### src/rtl/palette_ram_if.sv
// Pixel lookup and CPU programming port bundle for palette_ram.
// master drives pixel index, blank and CPU strobes; slave returns rgb and readback data.
interface palette_ram_if #(
    parameter int COLOR_BITS = 4,
    parameter int CHAN_BITS  = 4
);
    logic [COLOR_BITS-1:0]  color;
    logic                   blank;
    logic [3*CHAN_BITS-1:0] rgb;
    logic                   cpu_ptr_we;
    logic                   cpu_data_we;
    logic [7:0]             cpu_din;
    logic [7:0]             cpu_dout;
    logic                   cpu_data_rd;

    modport master (
        output color, blank, cpu_ptr_we, cpu_data_we, cpu_din, cpu_data_rd,
        input  rgb, cpu_dout
    );

    modport slave (
        input  color, blank, cpu_ptr_we, cpu_data_we, cpu_din, cpu_data_rd,
        output rgb, cpu_dout
    );
endinterface

### src/rtl/palette_ram.sv
// CPU-programmable colour palette: registered index->RGB lookup, 1-cycle latency, no backpressure.
// Define PALETTE_READBACK_EN to build the cpu_dout readback path; otherwise cpu_dout is tied to 0.
module palette_ram #(
    parameter int COLOR_BITS = 4,
    parameter int CHAN_BITS  = 4
) (
    input  logic          clk,
    input  logic          reset,
    palette_ram_if.slave  bus
);
    localparam int ENTRIES = 1 << COLOR_BITS;
    localparam int RGB_W   = 3 * CHAN_BITS;

    localparam logic [11:0] DEFAULTS [16] = '{
        12'h000, 12'h000, 12'h2C3, 12'h5D6, 12'h54F, 12'h76F, 12'hD54, 12'h4EF,
        12'hF54, 12'hF76, 12'hDC3, 12'hED6, 12'h2B2, 12'hC5C, 12'hCCC, 12'hFFF
    };

    typedef enum logic {FIRST, SECOND} phase_t;

    logic [RGB_W-1:0]      r_pal [ENTRIES];
    logic [RGB_W-1:0]      r_rgb;
    logic [COLOR_BITS-1:0] r_ptr;
    logic [7:0]            r_lat;
    phase_t                r_phase;

    // Keep the top CHAN_BITS of each 4-bit channel of a 12-bit RGB word.
    function automatic logic [RGB_W-1:0] trunc12(input logic [11:0] w);
        return {w[11 -: CHAN_BITS], w[7 -: CHAN_BITS], w[3 -: CHAN_BITS]};
    endfunction

`ifdef PALETTE_READBACK_EN
    logic [7:0]       r_dout;
    logic [RGB_W-1:0] w_rd_ent;

    function automatic logic [3:0] nib(input logic [CHAN_BITS-1:0] c);
        logic [3:0] n;
        n = '0;
        n[3 -: CHAN_BITS] = c;
        return n;
    endfunction

    assign w_rd_ent     = r_pal[r_ptr];
    assign bus.cpu_dout = r_dout;
`else
    logic w_unused_rd;
    assign w_unused_rd  = bus.cpu_data_rd;
    assign bus.cpu_dout = 8'h00;
`endif

    assign bus.rgb = r_rgb;

    always_ff @(posedge clk or posedge reset) begin
        if (reset) begin
            r_rgb   <= '0;
            r_ptr   <= '0;
            r_lat   <= '0;
            r_phase <= FIRST;
            for (int i = 0; i < ENTRIES; i++)
                r_pal[i] <= (i < 16) ? trunc12(DEFAULTS[i % 16]) : '0;
`ifdef PALETTE_READBACK_EN
            r_dout  <= '0;
`endif
        end else begin
            // Non-blocking update gives read-before-write on a same-entry commit.
            r_rgb <= bus.blank ? '0 : r_pal[bus.color];
            if (bus.cpu_ptr_we) begin
                r_ptr   <= bus.cpu_din[COLOR_BITS-1:0];
                r_phase <= FIRST;
            end else if (bus.cpu_data_we) begin
                if (r_phase == FIRST) begin
                    r_lat   <= bus.cpu_din;
                    r_phase <= SECOND;
                end else begin
                    r_pal[r_ptr] <= trunc12({r_lat[7:4], bus.cpu_din[3:0], r_lat[3:0]});
                    r_ptr        <= r_ptr + COLOR_BITS'(1);
                    r_phase      <= FIRST;
                end
            end
`ifdef PALETTE_READBACK_EN
            else if (bus.cpu_data_rd) begin
                if (r_phase == FIRST) begin
                    r_dout  <= {nib(w_rd_ent[RGB_W-1 -: CHAN_BITS]), nib(w_rd_ent[CHAN_BITS-1:0])};
                    r_phase <= SECOND;
                end else begin
                    r_dout  <= {4'h0, nib(w_rd_ent[2*CHAN_BITS-1 -: CHAN_BITS])};
                    r_ptr   <= r_ptr + COLOR_BITS'(1);
                    r_phase <= FIRST;
                end
            end
`endif
        end
    end
endmodule

### src/flat_wrapper.sv
// flat-port wrapper written by rule: the top's interface ports become plain ports
module palette_ram_flat 
#(
    parameter int COLOR_BITS = 4,
    parameter int CHAN_BITS  = 4
)
  (clk, reset, bus_color, bus_blank, bus_cpu_ptr_we, bus_cpu_data_we, bus_cpu_din, bus_cpu_data_rd, bus_rgb, bus_cpu_dout);
  palette_ram_if #(.COLOR_BITS(COLOR_BITS), .CHAN_BITS(CHAN_BITS)) bus_i ();
  input  logic clk;
  input  logic reset;
  input wire logic [$bits(bus_i.color)-1:0] bus_color;
  input wire logic [$bits(bus_i.blank)-1:0] bus_blank;
  input wire logic [$bits(bus_i.cpu_ptr_we)-1:0] bus_cpu_ptr_we;
  input wire logic [$bits(bus_i.cpu_data_we)-1:0] bus_cpu_data_we;
  input wire logic [$bits(bus_i.cpu_din)-1:0] bus_cpu_din;
  input wire logic [$bits(bus_i.cpu_data_rd)-1:0] bus_cpu_data_rd;
  output wire logic [$bits(bus_i.rgb)-1:0] bus_rgb;
  output wire logic [$bits(bus_i.cpu_dout)-1:0] bus_cpu_dout;
  assign bus_i.color = bus_color;
  assign bus_i.blank = bus_blank;
  assign bus_i.cpu_ptr_we = bus_cpu_ptr_we;
  assign bus_i.cpu_data_we = bus_cpu_data_we;
  assign bus_i.cpu_din = bus_cpu_din;
  assign bus_i.cpu_data_rd = bus_cpu_data_rd;
  assign bus_rgb = bus_i.rgb;
  assign bus_cpu_dout = bus_i.cpu_dout;
  palette_ram #(.COLOR_BITS(COLOR_BITS), .CHAN_BITS(CHAN_BITS)) u_core (.clk(clk), .reset(reset), .bus(bus_i));
endmodule
### config.mk
export PLATFORM = sky130hd
export DESIGN_NAME = palette_ram_flat
export DESIGN_NICKNAME = d
export VERILOG_FILES = /design/src/rtl/palette_ram_if.sv /design/src/rtl/palette_ram.sv /design/src/flat_wrapper.sv
export SDC_FILE = /design/constraint.sdc
export NUM_CORES = 1
export LEC_CHECK = 0
export CORE_MARGIN = 1
export CORE_UTILIZATION = 45
export DETAILED_ROUTE_END_ITERATION = 8
export SLEW_MARGIN = 10
export SYNTH_ARGS = -nofsm -noshare
export SYNTH_HDL_FRONTEND = slang
export SYNTH_SLANG_ARGS = --single-unit
### constraint.sdc
create_clock -name clk -period 8.4 [get_ports clk]
set_input_delay 0.84 -clock clk [delete_from_list [all_inputs] [get_ports clk]]
set_output_delay 0.84 -clock clk [all_outputs]
set_load 0.02 [all_outputs]
==> impl_metrics.py, run 1 <==
metrics = {
    "outcome": {
        "status": "completed",
    },
    "finish": {
        "finish.utilization_pct": 51.47,
        "nets": 690,
        "multi_input_area_mm2": 0.004217,
        "regArea_mm2": 0.005558,
        "antennaDiodeCount": 0,
        "area_growth_pct": 11.92,
        "design_area_mm2": 0.01127,
        "layout_commonest_cell": "mux2_2",
        "fin_cells": 966,
        "drive_gt1_share_pct": 57.58,
        "final_cell_mix": "mux2_2, dfrtp_1, dfstp_2",
        "nFillCells": 1868,
    },
    "detailed_routing": {
        "firstDrtPassIters": 4,
        "wl_um": 22220,
        "drtAntennaViolNets": 0,
        "drtIter0Drc": 271,
        "vias": 5533,
        "wire_per_inst_um": 23.00,
        "routed_via_density": 5.728,
        "drc": 0,
    },
    "critical_path": {
        "path_buf_inv": 2,
        "critical_path.max_fanout": 43,
        "cpPeakStageDelay_ps": 730,
        "path_class": "input port to flip-flop",
        "worstSetupEndpointType": "flip-flop",
        "cp.arrival_ps": 3070,
        "path_cells": "buf_4 -> buf_4 -> mux4_2 -> mux2i_1 -> o22ai_1",
        "worstSetupPathDepth": 5,
        "worstPathRequired_ps": 8770,
        "worst_path_most_repeated_cell": "buf_4",
        "crit_slowest_cell": "buf_4",
        "path_delay_family": "buffers and inverters",
        "critPathLaunchType": "input port",
        "reg2regPathDepth": 5,
    },
    "cts": {
        "numCtsBuffers": 24,
        "cts.htree.levels": 1,
        "hold_buffers": 0,
        "clkSinkCount": 217,
        "postCtsSetupRepairBufs": 0,
        "cts_tree": "yes",
        "root_buffer": "clkbuf_16",
        "clkTransAtPathRegs_ps": 60,
        "cts_buffer_depth": 3,
        "clock_latency_ps": 510,
        "post_cts_resized": 0,
    },
    "timing": {
        "slew_headroom_pct": 21.85,
        "hold_slack_ps": 501.0,
        "finalCritPeriodShare_pct": 32.12,
        "min_period_ps": 2698,
        "worstMarginPinSlew_ps": 1170,
        "drv_slew": 0,
        "grt_setup_unrepaired": "no",
        "finalHoldViolCount": 0,
        "max_freq_ghz": 0.3707,
        "setup_tns_ps": 0,
        "setup_viol": 0,
        "fin_skew_ps": 6.594,
    },
    "placed_design": {
        "io_buffer_count": 28,
        "place_inst": 922,
        "hpwlAfterDp_um": 13620,
        "placed_cell_area_mm2": 0.01050,
        "gp_congestion": 0.7490,
    },
    "power_and_ir_drop": {
        "power_switching_uw": 664.6,
        "leakagePower_uw": 0.004977,
        "powerDensity_mw_per_mm2": 242.9,
        "p_int_uw": 2072,
        "seq_power_share_pct": 49.8,
        "vdd_ir_drop_max_mv": 0.1129,
        "p_clk_share_pct": 37.2,
        "swShare_pct": 24.28,
        "p_comb_share_pct": 13.1,
    },
    "global_routing": {
        "antenna_found_initial": 0,
        "grt_max_degree": 131,
        "grt_pass1_vias": 5855,
        "grt_pass1_wl_um": 34870,
        "grt-ovfl-total": 0,
        "grtUsageTotal_pct": 20.33,
    },
    "yosys": {
        "ys_seq_area_share_pct": 55.21,
        "synth_cell_type_count": 33,
        "synth_top_area_share_pct": 28.59,
        "synth_area_leaders": "dfrtp_1, dfstp_2, mux2_2",
        "syn_avg_cell_area_um2": 15.42,
        "postSynthCellCount": 653,
        "ys_seq_elements": 217,
        "syn_area_mm2": 0.01007,
        "ys_warn_count": 0,
        "yosysTopAreaCell": "dfrtp_1",
    },
    "floorplanning": {
        "die_area_mm2": 0.02297,
        "die_w_um": 151.6,
        "core_mm2": 0.02189,
        "ios": 38,
        "rows": 54,
        "start_util_pct": 45.99,
        "die_y_um": 151.6,
    },
    "flow_run": {
        "cap_violations": 0,
    },
    "min_path": {
        "hold_path_class": "flip-flop to flip-flop",
        "worstHoldPathCells": 1,
    },
}
[final timing paths]
kind / slack [ps] / end / from
worst max-delay path: 5700 / u_core.bus.rgb[7] / bus_color[0]
worst min-delay path: 500 / u_core.r_pal[127] / u_core.r_pal[127]
worst max register to register: 6190 / u_core.r_pal[124] / u_core.r_ptr[1]
worst min register to register: 500 / u_core.r_pal[127] / u_core.r_pal[127]
max in group asynchronous: 5830 / u_core.r_pal[89] / reset
min in group asynchronous: 920 / u_core.r_pal[167] / reset
[routing by layer]
layer	GRT usage [%]	part of all wire [%]	vias to the layer above
met1	29.28	46	2995
li1	-	-	2392
met4	4.802	1.9	0
met2	32.63	48	112
met3	2.754	4.0	34
met5	0	0	-
[cell families after synthesis]
family,after synthesis,synth area share [%]
AO/OA/AOI/OAI,32,2.212
XOR/XNOR,4,0.3481
adder cells (fa/ha/maj),4,0.4972
buffers and inverters,61,3.269
flip-flops,217,55.21
multiplexers,277,35.38
other,1,0.03725
AND/OR/NAND/NOR,57,3.045
[synth_stat cells]
library cell and instances:
buf_2 20, nor2b_4 1, dfstp_2 102, nand4b_1 1, buf_6 4, a21oi_1 4, or3_4 4, mux2_4 30
nand2_1 18, nand3_1 5, mux4_2 34, conb_1 1, and2_1 1, clkbuf_1 19, o22ai_1 6, nand3_2 3
inv_1 4, a22oi_1 10, xnor2_1 2, o21ai_0 4, mux2_2 171, nor2_1 16, buf_4 12, mux2i_1 42
nor2b_1 4, nand2b_1 3, ha_1 4, dfrtp_1 115, o2111ai_1 4, xor2_1 2, or2_2 1, buf_1 2
a311oi_1 4
[final cells by class]
class,instances,area share [%]
repair buffers,39,3.154
multi-input cells,382,37.42
well taps,280,3.109
inverters,4,0.1999
flip-flops and latches,217,49.33
clock buffers,42,6.474
clock inverters,2,0.3109
[power groups by stage]
stage / logic, µW / registers, µW / clock network, µW
detailed placement: 362 / 1380 / 0
floorplan: 301 / 1320 / 0
CTS: 363 / 1360 / 1040
global placement: 350 / 1360 / 0
global route: 388 / 1380 / 1080
finish: 358 / 1360 / 1020
[flip-flops by register name, summed over array words and instances (netlist names)]
register,cells
u_core.r_phase,1
u_core.r_pal,192
u_core.bus.rgb,12
u_core.r_lat,8
u_core.r_ptr,4
[metrics by stage]
step / setup slack (ps) / total power [µW]
6_report: 5702 / 2737
3_3_place_gp: 5142 / 1709
2_1_floorplan: 1793 / 1626
4_1_cts: 5678 / 2761
3_5_place_dp: 5144 / 1738
5_1_grt: 5486 / 2857
(Power assumes the default switching activity.)
==> run 2: changes to the inputs <==
==> constraint.sdc (replaced) <==
create_clock -name clk -period 2.7 [get_ports clk]
set_input_delay 0.27 -clock clk [delete_from_list [all_inputs] [get_ports clk]]
set_output_delay 0.27 -clock clk [all_outputs]
set_load 0.02 [all_outputs]
==> run 2 against run 1 <==
Power increased to 3.2 times the previous value; sequential power rose to 3.1 times the previous value; worst hold slack got worse by 440 ps; clock power rose to 3.2 times the previous value; sequential cell count is the same; global-route usage is 0.16 points higher; critical endpoint is now u_core.r_pal[64]; utilization rose by 1.2 points; cell area increased by 2.4%; combinational power grew to 3.2 times the previous value; critical path depth grew 1.
==> impl_metrics.py, run 2 (synthesis results as in run 1) <==
metrics = {
    "outcome": {
        "status": "completed",
    },
    "critical_path": {
        "worstSetupEndpointType": "flip-flop",
        "critical_path.max_fanout": 10,
        "cp.arrival_ps": 2270,
        "path_class": "flip-flop to flip-flop",
        "reg2regPathDepth": 6,
        "critPathLaunchType": "flip-flop",
        "worstPathRequired_ps": 3090,
        "r2r_slack_ps": 820,
    },
    "finish": {
        "final_cell_mix": "mux2_2, dfrtp_1, dfstp_2",
        "nets": 712,
        "largest_reg_flops": 192,
        "finish.utilization_pct": 52.69,
        "multi_input_area_mm2": 0.004207,
        "drive_gt1_share_pct": 58.87,
        "largest-register": "u_core.r_pal",
        "area_growth_pct": 14.58,
        "nFillCells": 1839,
        "layout_commonest_cell": "mux2_2",
        "antennaDiodeCount": 0,
        "regArea_mm2": 0.005558,
    },
    "cts": {
        "cts.htree.levels": 1,
        "root_buffer": "clkbuf_16",
        "clock_latency_ps": 520,
        "cts_tree": "yes",
        "hold_buffers": 0,
        "postCtsSetupRepairBufs": 0,
        "numCtsBuffers": 26,
        "post_cts_resized": 0,
        "cts_buffer_depth": 3,
        "clkSinkCount": 217,
        "clkTransAtPathRegs_ps": 60,
    },
    "detailed_routing": {
        "drc": 0,
        "firstDrtPassIters": 5,
        "wl_um": 22220,
        "wire_per_inst_um": 22.44,
        "drtAntennaViolNets": 0,
        "drtIter0Drc": 194,
        "routed_via_density": 5.587,
        "vias": 5531,
    },
    "global_routing": {
        "grt-ovfl-total": 0,
        "grt_pass1_wl_um": 35000,
        "antenna_found_initial": 0,
        "grt_max_degree": 92,
        "grtUsageTotal_pct": 20.49,
        "grt_pass1_vias": 6066,
    },
    "floorplanning": {
        "core_mm2": 0.02189,
        "die_y_um": 151.6,
        "die_w_um": 151.6,
        "ios": 38,
        "rows": 54,
        "start_util_pct": 45.99,
        "die_area_mm2": 0.02297,
    },
    "timing": {
        "grt_setup_unrepaired": "no",
        "setup_viol": 0,
        "min_period_ps": 1880,
        "fin_skew_ps": 11.80,
        "slew_headroom_pct": 40.08,
        "finalHoldViolCount": 0,
        "finalCritPeriodShare_pct": 69.62,
        "max_freq_ghz": 0.5320,
        "drv_slew": 0,
        "setup_tns_ps": 0,
        "worstMarginPinSlew_ps": 895.9,
    },
    "power_and_ir_drop": {
        "powerDensity_mw_per_mm2": 751.3,
        "vdd_ir_drop_max_mv": 0.4772,
        "leakagePower_uw": 0.005136,
    },
    "flow_run": {
        "cap_violations": 0,
    },
    "placed_design": {
        "hpwlAfterDp_um": 14440,
        "gp_congestion": 0.7664,
        "io_buffer_count": 28,
    },
    "min_path": {
        "hold_path_class": "input port to async pin",
    },
}
## run 2: changes by cell type in the layout (fill, tap and decap cells not counted), sizes merged
cell	delta
clkinvlp	+1
bufinv	-1
buf	+21
clkinv	+4
inv	-1
## run 2: through the flow
| stage | cells | total power, µW | area (µm²) | setup WS, ps | hold WS (ps) |
|---|---|---|---|---|---|
| finish | 990 | 8666 | 11530 | 820.2 | 58.27 |
| global route | 990 | 9070 | 11530 | 719.7 | 59.22 |
| CTS | 990 | 8789 | 11530 | 817.2 | 40.42 |
| detailed placement | 942 | 5449 | 10710 | 346.8 | 491.1 |
| global placement | 942 | 5349 | 10710 | 404.8 | 482.4 |
| floorplan | 660 | 5060 | 10100 | -312.8 | 416.0 |
## run 2: final cells by class
class | instances | area share (%)
tap | 280 | 3.037
sequential | 217 | 48.18
inverter | 4 | 0.1627
multi-input combinational | 382 | 36.47
timing repair buffer | 59 | 5.033
clock buffer | 43 | 6.899
clock inverter | 5 | 0.2169
## run 2: path summary, 6_finish.rpt
path,startpoint,to
max,u_core.r_ptr[0],u_core.r_pal[64]
min,reset,u_core.r_pal[190]
max reg2reg,u_core.r_ptr[0],u_core.r_pal[64]
min reg2reg,u_core.r_pal[172],u_core.r_pal[172]
min in group clk,bus_cpu_din[5],u_core.r_lat[5]
max in group asynchronous,reset,u_core.r_pal[26]
## run 2: routing by layer
layer | up-vias | GRT usage (%) | share of wire (%)
met5 | - | 0 | 0
met4 | 0 | 5.198 | 2.2
met2 | 91 | 34.63 | 49
met1 | 2955 | 27.94 | 46
met3 | 40 | 2.635 | 2.7
li1 | 2445 | - | -
## run 2: where the power goes
group / switching, µW / internal (µW) / leakage [µW]
clock: 1280 / 1990 / 0.000407
combinational: 463 / 689 / 0.00213
sequential: 359 / 3880 / 0.00260
total: 2110 / 6560 / 0.00514
## run 2: worst max-delay path, cell delays in order (launching register included)
cell and delay (ps):
dfrtp_1 410, inv_1 130, ha_1 180, nand3_2 110, nor2_1 290, buf_4 280
mux2_2 360
==> run 3: changes to the inputs <==
==> constraint.sdc (replaced) <==
create_clock -name clk -period 1.8 [get_ports clk]
set_input_delay 0.18 -clock clk [delete_from_list [all_inputs] [get_ports clk]]
set_output_delay 0.18 -clock clk [all_outputs]
set_load 0.02 [all_outputs]
==> run 3 against run 2 <==
Maximum frequency rose by 5.4%; global-route usage rose by 1.0 points; highest routed layer unchanged; clock-buffer cell count fell by 12; cell count rose by 2.9%; wire length rose by 4.5%; worst hold slack improved by 230 ps; via count rose by 2.1%; sequential cell count did not move; setup slack got worse by 800 ps; largest cell class unchanged.
==> impl_metrics.py, run 3 (synthesis results as in run 1) <==
metrics = {
    "placed_design": {
        "io_buffer_count": 28,
        "gp_congestion": 0.7640,
        "post-place-ws_ps": -203.9,
        "hpwlAfterDp_um": 15410,
    },
    "timing": {
        "fin_skew_ps": 5.782,
        "max_freq_ghz": 0.5609,
        "min_period_ps": 1783,
        "grt_setup_unrepaired": "yes",
        "setup_viol": 0,
        "finalHoldViolCount": 0,
        "setup_tns_ps": 0,
        "finalCritPeriodShare_pct": 99.05,
        "drv_slew": 0,
        "worstMarginPinSlew_ps": 679.3,
        "hold_slack_ps": 287.4,
        "finalWorstSetupSlack_ps": 17.13,
        "slew_headroom_pct": 54.71,
    },
    "cts": {
        "clock_latency_ps": 510,
        "cts_tree": "yes",
        "cts_buffer_depth": 3,
        "clkTransAtPathRegs_ps": 60,
        "cts.htree.levels": 1,
        "numCtsBuffers": 24,
        "clkSinkCount": 217,
        "root_buffer": "clkbuf_16",
    },
    "floorplanning": {
        "ios": 38,
        "start_util_pct": 45.99,
        "rows": 54,
        "die_y_um": 151.6,
        "die_area_mm2": 0.02297,
        "core_mm2": 0.02189,
        "die_w_um": 151.6,
    },
    "detailed_routing": {
        "vias": 5645,
        "drc": 0,
        "routed_via_density": 5.540,
        "firstDrtPassIters": 4,
        "drtAntennaViolNets": 0,
        "drtIter0Drc": 230,
        "wire_per_inst_um": 22.77,
        "wl_um": 23210,
    },
    "finish": {
        "drive_gt1_share_pct": 62.65,
        "area_growth_pct": 19.15,
        "nets": 743,
        "antennaDiodeCount": 0,
        "largest-register": "u_core.r_pal",
        "final_cell_mix": "mux2_2, dfrtp_1, dfstp_2",
        "largest_reg_flops": 192,
        "layout_commonest_cell": "mux2_2",
    },
    "critical_path": {
        "r2r_slack_ps": 20,
        "path_class": "flip-flop to flip-flop",
        "critPathLaunchType": "flip-flop",
        "critical_path.max_fanout": 6,
        "r2r-end": "u_core.r_pal[158]",
        "cp.arrival_ps": 2180,
        "worstSetupEndpointType": "flip-flop",
        "endpoint": "u_core.r_pal[158]",
        "crit_slowest_cell": "or3_4",
        "reg2reg_from": "u_core.r_ptr[0]",
        "path_cells": "inv_2 -> ha_2 -> nand3_4 -> or3_4 -> mux2_4",
        "critPathLaunch": "u_core.r_ptr[0]",
        "worstPathRequired_ps": 2190,
        "cpPeakStageDelay_ps": 510,
        "reg2regPathDepth": 5,
    },
    "power_and_ir_drop": {
        "leakagePower_uw": 0.005324,
        "vdd_ir_drop_max_mv": 0.9149,
        "powerDensity_mw_per_mm2": 1084,
    },
    "global_routing": {
        "use_met3_pct": 3.024,
        "grt-ovfl-total": 0,
        "grt_max_degree": 65,
        "grt-busiest-layer": "met2",
        "grt_use_met1_pct": 29.33,
        "grt_pass1_wl_um": 36610,
        "grt.met2_usage_pct": 36.55,
        "grt_pass1_vias": 6229,
        "antenna_found_initial": 0,
        "grtUsageTotal_pct": 21.53,
    },
    "outcome": {
        "status": "completed",
    },
    "min_path": {
        "worstHoldPathCells": 2,
        "hold_path_class": "input port to flip-flop",
    },
    "flow_run": {
        "cap_violations": 0,
    },
}
run 3: worst min-delay path by stage:
stage / end / slack (ps) / start
3_5_place_dp: u_core.r_pal[16] / 490 / u_core.r_pal[16]
2_1_floorplan: u_core.r_phase / 330 / bus_cpu_data_we
3_3_place_gp: u_core.r_pal[178] / 480 / u_core.r_pal[178]
6_report: u_core.r_lat[7] / 290 / bus_cpu_din[7]
4_1_cts: u_core.r_lat[7] / 260 / bus_cpu_din[7]
5_1_grt: u_core.r_lat[4] / 280 / bus_cpu_din[4]
run 3: metal layers:
layer | wire length [µm] | vias to the layer above
met1 | 10640 | 3005
met3 | 691 | 29
met2 | 11440 | 99
met5 | 0 | -
met4 | 429 | 0
li1 | - | 2512
run 3: per-stage QoR:
stage / utilization [%] / cell area, µm² / std cells / total power (µW)
2_1_floorplan: - / 10100 / 660 / 7590
6_report: 54.80 / 12000 / 1019 / 13000
4_1_cts: 54.57 / 11950 / 1016 / 13150
3_5_place_dp: 50.81 / 11120 / 968 / 8277
5_1_grt: 54.80 / 12000 / 1019 / 13570
3_3_place_gp: 50.81 / 11120 / 968 / 8145
run 3: critical path, delay by kind of cell (launching register included):
kind / cells / cell delay, ps
simple gates: 2 / 620
flops: 1 / 420
mux: 1 / 330
fa+ha+maj: 1 / 190
buf+inv: 1 / 90
run 3: cell type report:
cell class / instances / area (µm²)
clock buffer: 31 / 688.2
multi-input combinational: 384 / 4247
tap: 280 / 350.3
fill: 1802 / 9896
sequential: 217 / 5562
inverter: 4 / 18.77
timing repair buffer: 90 / 1032
clock inverter: 13 / 97.59
run 3: repair_timing:
item / 4_1_cts / 5_1_grt
gates resized for setup: 3 / 10
pin swaps: 2 / 3
hold buffers: 1 / 0
endpoints found under the setup margin: 20 / 67
hold endpoints to repair: 5 / 0
setup buffers: 2 / 2
gates cloned: 1 / 1
run 3: report_power, final:
part           switching [µW]  internal [µW]
combinational             718           1110
clock                    1940           2840
sequential                573           5820
total                    3230           9770
